--- src/rtl/rv_pkg.sv ---
// Shared RV32I fetch-side definitions: widths, major opcodes, fetch FSM encoding
// and the {instr[30], funct3} extraction used by ALU control.
package rv_pkg;

   localparam int XLEN    = 32;
   localparam int INSTR_W = 32;

   localparam logic [6:0] OP_LOAD   = 7'b0000011;
   localparam logic [6:0] OP_STORE  = 7'b0100011;
   localparam logic [6:0] OP_BRANCH = 7'b1100011;
   localparam logic [6:0] OP_RTYPE  = 7'b0110011;

   typedef enum logic [1:0] {
      FS_IDLE = 2'd0,
      FS_REQ  = 2'd1,
      FS_DROP = 2'd2
   } fetch_state_e;

   function automatic logic [3:0] funct_of(input logic [INSTR_W-1:0] word);
      return {word[30], word[14:12]};
   endfunction

endpackage

--- src/rtl/fetch_buffer.sv ---
// Circular {pc,instr} buffer with combinational head read and synchronous flush.
// Flush beats any same-cycle write or read; write while full is accepted only alongside a read.
module fetch_buffer #(
   parameter int DEPTH = 2,
   parameter int W     = 64,
   localparam int AW   = $clog2(DEPTH)
) (
   input  logic          clk_i,
   input  logic          reset_i,
   input  logic          flush_i,
   input  logic          wr_en_i,
   input  logic [W-1:0]  wr_dat_i,
   input  logic          rd_en_i,
   output logic [W-1:0]  rd_dat_o,
   output logic          empty_o,
   output logic          full_o,
   output logic [AW:0]   count_o
);

   logic [W-1:0] mem_q [DEPTH];
   logic [AW:0]  wr_ptr_q, wr_ptr_d;
   logic [AW:0]  rd_ptr_q, rd_ptr_d;
   logic         do_wr, do_rd;

   assign empty_o  = (wr_ptr_q == rd_ptr_q);
   assign full_o   = (wr_ptr_q[AW] != rd_ptr_q[AW]) &&
                     (wr_ptr_q[AW-1:0] == rd_ptr_q[AW-1:0]);
   assign count_o  = wr_ptr_q - rd_ptr_q;
   assign rd_dat_o = mem_q[rd_ptr_q[AW-1:0]];

   assign do_rd = rd_en_i && !empty_o && !flush_i;
   assign do_wr = wr_en_i && !flush_i && (!full_o || do_rd);

   always_comb begin
      wr_ptr_d = wr_ptr_q;
      rd_ptr_d = rd_ptr_q;
      if (flush_i) begin
         wr_ptr_d = '0;
         rd_ptr_d = '0;
      end else begin
         if (do_wr) wr_ptr_d = wr_ptr_q + 1'b1;
         if (do_rd) rd_ptr_d = rd_ptr_q + 1'b1;
      end
   end

   always_ff @(posedge clk_i) begin
      if (reset_i) begin
         wr_ptr_q <= '0;
         rd_ptr_q <= '0;
      end else begin
         wr_ptr_q <= wr_ptr_d;
         rd_ptr_q <= rd_ptr_d;
      end
   end

   // Storage needs no reset: entries are only visible between the pointers.
   always_ff @(posedge clk_i) begin
      if (do_wr) mem_q[wr_ptr_q[AW-1:0]] <= wr_dat_i;
   end

endmodule

--- src/rtl/instr_fetch_unit.sv ---
// RV32I fetch front end: single-outstanding imem port feeding a small buffer, head
// exposed to decode via valid/ready; branch redirect flushes and drops in-flight data.
module instr_fetch_unit
   import rv_pkg::*;
#(
   parameter logic [31:0] RESET_PC = 32'h0000_0000,
   parameter int          DEPTH    = 2
) (
   input  logic        clk,
   input  logic        reset,
   output logic        imem_req,
   output logic [31:0] imem_addr,
   input  logic        imem_ack,
   input  logic [31:0] imem_rdata,
   input  logic        branch_taken,
   input  logic [31:0] branch_target,
   output logic        dec_valid,
   input  logic        dec_ready,
   output logic [31:0] instr,
   output logic [31:0] pc_out,
   output logic [6:0]  opcode,
   output logic [3:0]  Funct
);

   localparam int CW = $clog2(DEPTH) + 1;

   fetch_state_e    state_q, state_d;
   logic [XLEN-1:0] fetch_pc_q, fetch_pc_d;
   logic [XLEN-1:0] drop_addr_q, drop_addr_d;
   logic            enq, deq;
   logic            buf_empty, buf_full;
   logic [CW-1:0]   count;
   logic [CW:0]     occ_after;
   logic [63:0]     rd_dat;

   fetch_buffer #(.DEPTH(DEPTH), .W(64)) u_buf (
      .clk_i    (clk),
      .reset_i  (reset),
      .flush_i  (branch_taken),
      .wr_en_i  (enq),
      .wr_dat_i ({fetch_pc_q, imem_rdata}),
      .rd_en_i  (deq),
      .rd_dat_o (rd_dat),
      .empty_o  (buf_empty),
      .full_o   (buf_full),
      .count_o  (count)
   );

   assign dec_valid = !buf_empty;
   assign deq       = dec_valid && dec_ready;
   assign instr     = buf_empty ? '0 : rd_dat[31:0];
   assign pc_out    = buf_empty ? '0 : rd_dat[63:32];
   assign opcode    = instr[6:0];
   assign Funct     = funct_of(instr);

   // Occupancy once this cycle's ack lands, net of a same-cycle dequeue.
   assign occ_after = {1'b0, count} + (CW+1)'(1) - (CW+1)'(deq);

   always_comb begin
      state_d     = state_q;
      fetch_pc_d  = fetch_pc_q;
      drop_addr_d = drop_addr_q;
      imem_req    = 1'b0;
      imem_addr   = fetch_pc_q;
      enq         = 1'b0;

      case (state_q)
         FS_IDLE: begin
            if (!buf_full) state_d = FS_REQ;
         end
         FS_REQ: begin
            imem_req = 1'b1;
            if (imem_ack) begin
               enq        = 1'b1;
               fetch_pc_d = fetch_pc_q + 32'd4;
               state_d    = (occ_after < (CW+1)'(DEPTH)) ? FS_REQ : FS_IDLE;
            end
         end
         FS_DROP: begin
            imem_req  = 1'b1;
            imem_addr = drop_addr_q;
            if (imem_ack) state_d = FS_IDLE;
         end
         default: state_d = FS_IDLE;
      endcase

      // The open request keeps its address; only the next fetch sees the target.
      if (branch_taken) begin
         enq        = 1'b0;
         fetch_pc_d = {branch_target[31:2], 2'b00};
         case (state_q)
            FS_REQ: begin
               if (imem_ack) begin
                  state_d = FS_IDLE;
               end else begin
                  state_d     = FS_DROP;
                  drop_addr_d = fetch_pc_q;
               end
            end
            FS_DROP: state_d = FS_DROP;
            default: state_d = FS_IDLE;
         endcase
      end
   end

   always_ff @(posedge clk) begin
      if (reset) begin
         state_q     <= FS_IDLE;
         fetch_pc_q  <= RESET_PC;
         drop_addr_q <= '0;
      end else begin
         state_q     <= state_d;
         fetch_pc_q  <= fetch_pc_d;
         drop_addr_q <= drop_addr_d;
      end
   end

endmodule
--- config.mk ---
export PLATFORM = sky130hd
export DESIGN_NAME = instr_fetch_unit
export DESIGN_NICKNAME = d
export VERILOG_FILES = /design/src/rtl/rv_pkg.sv /design/src/rtl/fetch_buffer.sv /design/src/rtl/instr_fetch_unit.sv
export SDC_FILE = /design/constraint.sdc
export NUM_CORES = 1
export LEC_CHECK = 0
export CORE_UTILIZATION = 47
export CTS_CLUSTER_SIZE = 20
export DETAILED_ROUTE_END_ITERATION = 8
export HOLD_SLACK_MARGIN = 0.06
export PLACE_DENSITY = 0.77
export SLEW_MARGIN = 20
export SYNTH_ARGS = -nofsm -noshare
export SYNTH_HDL_FRONTEND = slang
export SYNTH_HIERARCHICAL = 1
export SYNTH_SLANG_ARGS = --single-unit
--- constraint.sdc ---
create_clock -name clk -period 4.8 [get_ports clk]
set_clock_uncertainty 0.2 [all_clocks]
set_input_delay 0.48 -clock clk [delete_from_list [all_inputs] [get_ports clk]]
set_output_delay 0.48 -clock clk [all_outputs]
set_load 0.005 [all_outputs]
* Word-level counts from Yosys, hierarchy flattened *
Memories as Yosys holds them, arrays and structs flattened. A register that Yosys moved wholly into a read port is not among the register bits.
Cells that the tools add are included.
Widths: inputs -> output; s select.

word-level totals
  flip-flop bits (word level) = 70
  memory bits (writable) = 128
  input port bits = 69
  output and inout port bits = 109
  logic and storage cells = 64
  memories kept = 1

operators by class
  add/sub/neg operators = 6
  $lt $le $gt $ge = 1
  eq/ne operators = 8
  muxes and demuxes = 22
  bitwise operators = 1
  reductions and logical operators = 19

memories
  memory       depth  bits a word  rd ports  clocked after Yosys merged registers in  wr ports  line                source
  u_buf.mem_q  2      64           1         1                                        1         fetch_buffer.sv:20  logic [W-1:0] mem_q [DEPTH];

operators by type and width
  kind                   number
  $mux 32                6
  $add 32x3->32 const B  1
  $mux 2                 5
  $mux 1                 9
  $ne 3x3->1 const B     3
  $logic_and 1x1->1      6
  $pmux 2 s3             1
  $reduce_and 3->1       2
  $add 2x1->2 const B    2
  $pmux 2 s2             1
  $reduce_and 2->1       2
  $reduce_bool 2->1      2
  $reduce_or 2->1        2
  $add 2x1->3 const B    1
  $logic_not 1->1        3
  $lt 3x2->1 const B     1
  $sub 3x1->3            1
  $eq 2x1->1 const B     1
  $eq 2x2->1             1
  $eq 2x2->1 const B     1
  $logic_not 2->1        1
  $sub 2x2->2            1
  $eq 1x1->1             1
  $logic_or 1x1->1       1
  other kinds (2)        2

* Longest topological paths before layout *
  word-level depth = 9
  depth in mapped cells = 8
  mapped depth without buffers = 8

* Modules after synthesis *
Netlist, hierarchy kept.

by module, submodules not included
  module            instances  cells an instance  area an instance (µm²)
  fetch_buffer      1          234                4906.0
  instr_fetch_unit  1          510                3945.0

* Least setup slack after synthesis *
No wires, ideal clock.

  path kind = input to register
  start point = in branch_taken
  end point = mem u_buf.mem_q[1][0] (enable)
  data arrival time = 3.921 ns
  data required time = 4.119 ns
  setup slack = 0.197 ns
  cell stages on the path = 6
  cell sequence = clkbuf_1 > clkbuf_1 > buf_1 > nor2_1 > nand2b_1 > a211oi_2

between the ends
  elaborated cells between the ends (all ways) = 8
  classes of those cells = mux (3); reduce/logical (5)

RTL lines
  what                            line                    source
  start, declared                 instr_fetch_unit.sv:15  input logic branch_taken,
  $mux 1                          instr_fetch_unit.sv:88  if (branch_taken) begin
  via enq                         instr_fetch_unit.sv:30  logic enq, deq;
  $logic_and 1x1->1 (2 in a row)  fetch_buffer.sv:32      assign do_wr = wr_en_i && !flush_i && (!full_o || do_rd);
  $mux 1                          fetch_buffer.sv:58      if (do_wr) mem_q[wr_ptr_q[AW-1:0]] <= wr_dat_i;
  $mux 1 (not written as such)    fetch_buffer.sv:58
  end, declared                   fetch_buffer.sv:20

The timed path passes the listed nets, and every way through them passes these cells.

==> summary.txt <==
Run status
  – Outcome: finished, violations left
  – Failing checks: design-rule violations

Cells and area
  – Share of post-route cells with drive strength above 1: 0.156
  – Most frequent cells in the layout: clkdlybuf4s50_1 (172), edfxtp_1 (128), mux2_2 (90)
  – Finished Cell Area: 11200 µm²
  – Commonest non-fill, non-tap cell in the layout: clkdlybuf4s50_1
  – Fill cells: 1475
  – Final cell count without fillers: 1130
  – Finished Core Util: 0.615
  – Area Overhead vs Synth: 26.6%
  – Diodes inserted: 0
  – # nets final: 962

Drt
  – DRT Pass-1 Iters: 9
  – DRT iter0 DRCs: 388
  – WL final: 19600 µm
  – Vias post-DR: 6201
  – Routed Antenna Nets: 0
  – # DRC: 16
  – Vias per cell: 5.49
  – Routed WL per cell: 17.3 µm

Setup path
  – Required @ worst endpoint: 4.12 ns
  – Startpoint types: flop
  – Max stage delay on crit path: 0.87 ns
  – Kind of critical path: reg -> out
  – CP cell instances: buf_4 -> mux2_2 -> nor2b_1 -> clkdlybuf4s50_1
  – Peak fanout along the critical path: 34
  – FF-to-FF setup slack: 1.43 ns
  – Worst r2r dst: u_buf/mem_q[0][2]$_DFFE_PP_
  – Delay-heaviest family, CP: buffers and inverters
  – WP data arrival: 2.71 ns
  – Critical R2R Launch: u_buf/wr_ptr_q[0]$_SDFFE_PP0P_
  – WP buf/inv: 2
  – Reg2reg path depth: 9
  – Crit end category: output port
  – Slowest CP cell: dfxtp_2

Global routing
  – GRT Total Usage: 0.206
  – Grt total ovfl: 0
  – Vias in the first global route: 5780
  – Antenna violations before repair: 0
  – First-pass GRT wire length: 31200 µm
  – Largest net degree at the start of global routing: 66

Die
  – Die area: 19400 µm²
  – Die height: 139 µm
  – Core Footprint: 18200 µm²
  – Die span in x: 139 µm
  – Number of top-level pins: 178
  – Rows: 49
  – Starting Density: 0.486

Pwr
  – Comb pwr share: 0.064
  – Leakage Power: 3.67 nW
  – NetSw: 0.746 mW
  – Cell Int Power: 2.65 mW
  – Post-layout power: 3.40 mW
  – Flop pwr share: 0.550
  – Switch share: 0.220
  – Clock Power Share: 0.386
  – Power density cells: 303 nW/µm²
  – Worst VDD drop: 0.000245 V

Clock network
  – Resized cells post-CTS: 0
  – Clk slew on worst S/H paths: 0.07 ns
  – Clk root buf: clkbuf_16
  – CTS hold repair buffers: 0
  – Clock sink count: 195
  – Postcts setup bufs: 0
  – H-tree Lvls: 4
  – Latest clock arrival within the worst-skew pair: 0.42 ns
  – CTS max path bufs: 2
  – Num CTS Buffers: 17
  – CTS tree: yes

Placement
  – GPL Wtd Cong: 0.848
  – Placed cells: 1098
  – I/O Buffers: 173
  – Placed Area: 10700 µm²
  – DPL Wire Length: 12900 µm
  – Worst slack at placement: 1.38 ns

Logic synthesis
  – Syn_area_per_cell: 11.9 µm²
  – Synth warn: 6
  – Synth Cell Area: 8850 µm²
  – Yosys reg bits: 195
  – Synth cell types: 57
  – Main synth FF type: edfxtp_1
  – Sequential fraction of the synthesis area: 0.586
  – Ys async rst share: 0
  – Post-synth EDFFs: 128
  – Gate Count Post-Synth: 744

Timing
  – Final setup viols: 0
  – Rel. slew slack: 0.290
  – Worst slew pin tran: 1.06 ns
  – Final Hold Viols: 0
  – Fmax: 295 MHz
  – Final WS setup: 1.41 ns
  – Final Max Tran Viols: 0
  – Part of the cycle the worst path needs: 0.705
  – RSZ-0062 raised after global routing: false
  – Sum Neg Setup Slack: 0 ns
  – Tmin final: 3.39 ns
  – Final hold slack: 0.253 ns

Job
  – MaxCap Viol Count: 0

Min path
  – Tightest Hold Check Type: reg -> reg
  – Hold path depth: 2
  – Hold endpoint: drop_addr_q[24]$_SDFFE_PP0P_
  – Worst hold start: drop_addr_q[24]$_SDFFE_PP0P_
-- metal layers --
layer / global-route usage / up-vias / wire length (µm)
met2: 0.333 / 223 / 9400
met4: 0.0567 / 0 / 196
met1: 0.283 / 2973 / 8840
met3: 0.0392 / 15 / 1170
met5: 0 / - / 0
li1: - / 2990 / -
-- Yosys cell counts, types with 2 or more instances --
master     count  share of area
clkbuf_1      31          0.013
nor2b_1       69          0.049
a22oi_1        2         0.0017
and3_1         4         0.0028
nor4_1         4         0.0028
and2_1         5         0.0035
a2111oi_1      2         0.0023
a31oi_1        3         0.0021
xor2_1         6         0.0059
buf_4         13          0.011
nand2_1       89          0.038
xnor2_1        6         0.0059
nand3_1       14         0.0079
mux2_2        90           0.11
o31ai_1        8         0.0068
or4_1          6         0.0051
buf_1          3         0.0013
buf_6          2         0.0025
edfxtp_1     128           0.43
ha_1           5         0.0071
dfxtp_1       67           0.15
o2111a_1       2         0.0025
inv_1         13         0.0055
or3_1          4         0.0028
o21ai_0       11         0.0062
a21oi_1       34          0.019
buf_2         12         0.0068
nand4_1       14         0.0099
nor2_1        27          0.011
o311ai_0       2         0.0020
a211oi_1       9         0.0076
a311oi_1      11          0.011
mux2i_1        4         0.0045
nand2b_1       4         0.0028
a2111oi_0      3         0.0030
nor3_1         5         0.0028
and4_1        12          0.012
-- sequential cells by signal, summed over array words and instances (netlist names), named ones only --
signal,flops
u_buf/mem_q,128
fetch_pc_q,30
u_buf/wr_ptr_q,2
state_q,2
u_buf/rd_ptr_q,2
drop_addr_q,30
-- cell families (layout without fill, tap and decap cells) --
| family | Yosys count | count (layout) | synth area share |
|---|---|---|---|
| flops | 195 | 195 | 0.586 |
| compound gates | 96 | 96 | 0.0738 |
| fa+ha+maj | 5 | 5 | 0.00707 |
| simple gates | 264 | 264 | 0.159 |
| other cells | 1 | 6 | 0.000424 |
| xor+xnor | 13 | 13 | 0.0137 |
| buf+inv | 76 | 228 | 0.0413 |
| mux | 94 | 94 | 0.119 |
-- worst min-delay path, cell delays in order, from the launching register on --
cell,delay [ns]
dfxtp_1,0.31
nand2_1,0.05
a21oi_1,0.05
-- area by class of cell --
type	count	area, µm²	share of cell area
Timing Repair Buffer	182	1790	0.160
Clock inverter	12	77.6	0.00692
Inverter	14	52.6	0.00469
Tap cell	229	287	0.0256
Clock buffer	20	468	0.0418
Multi-Input combinational cell	478	3340	0.298
Sequential cell	195	5190	0.463
-- worst max-delay path by stage --
stage	slack [ns]	cells after the start	endpoint
floorplan	0.20	6	u_buf/mem_q[1][0]$_DFFE_PP_
global placement	1.43	7	u_buf/mem_q[0][61]$_DFFE_PP_
detailed placement	1.38	7	u_buf/mem_q[0][61]$_DFFE_PP_
CTS	1.36	4	instr[30]
global route	1.13	9	u_buf/mem_q[0][58]$_DFFE_PP_
finish	1.41	4	pc_out[13]
-- power by group through the flow --
| stage | combinational, mW | sequential (mW) | clock (mW) |
|---|---|---|---|
| 3_5_place_dp | 0.216 | 1.91 | 0 |
| 2_1_floorplan | 0.103 | 1.88 | 0 |
| 4_1_cts | 0.218 | 1.87 | 1.34 |
| 5_1_grt | 0.234 | 1.87 | 1.41 |
| 6_report | 0.217 | 1.87 | 1.31 |
| 3_3_place_gp | 0.213 | 1.90 | 0 |
Note: power is estimated with default switching activity, not from simulation.
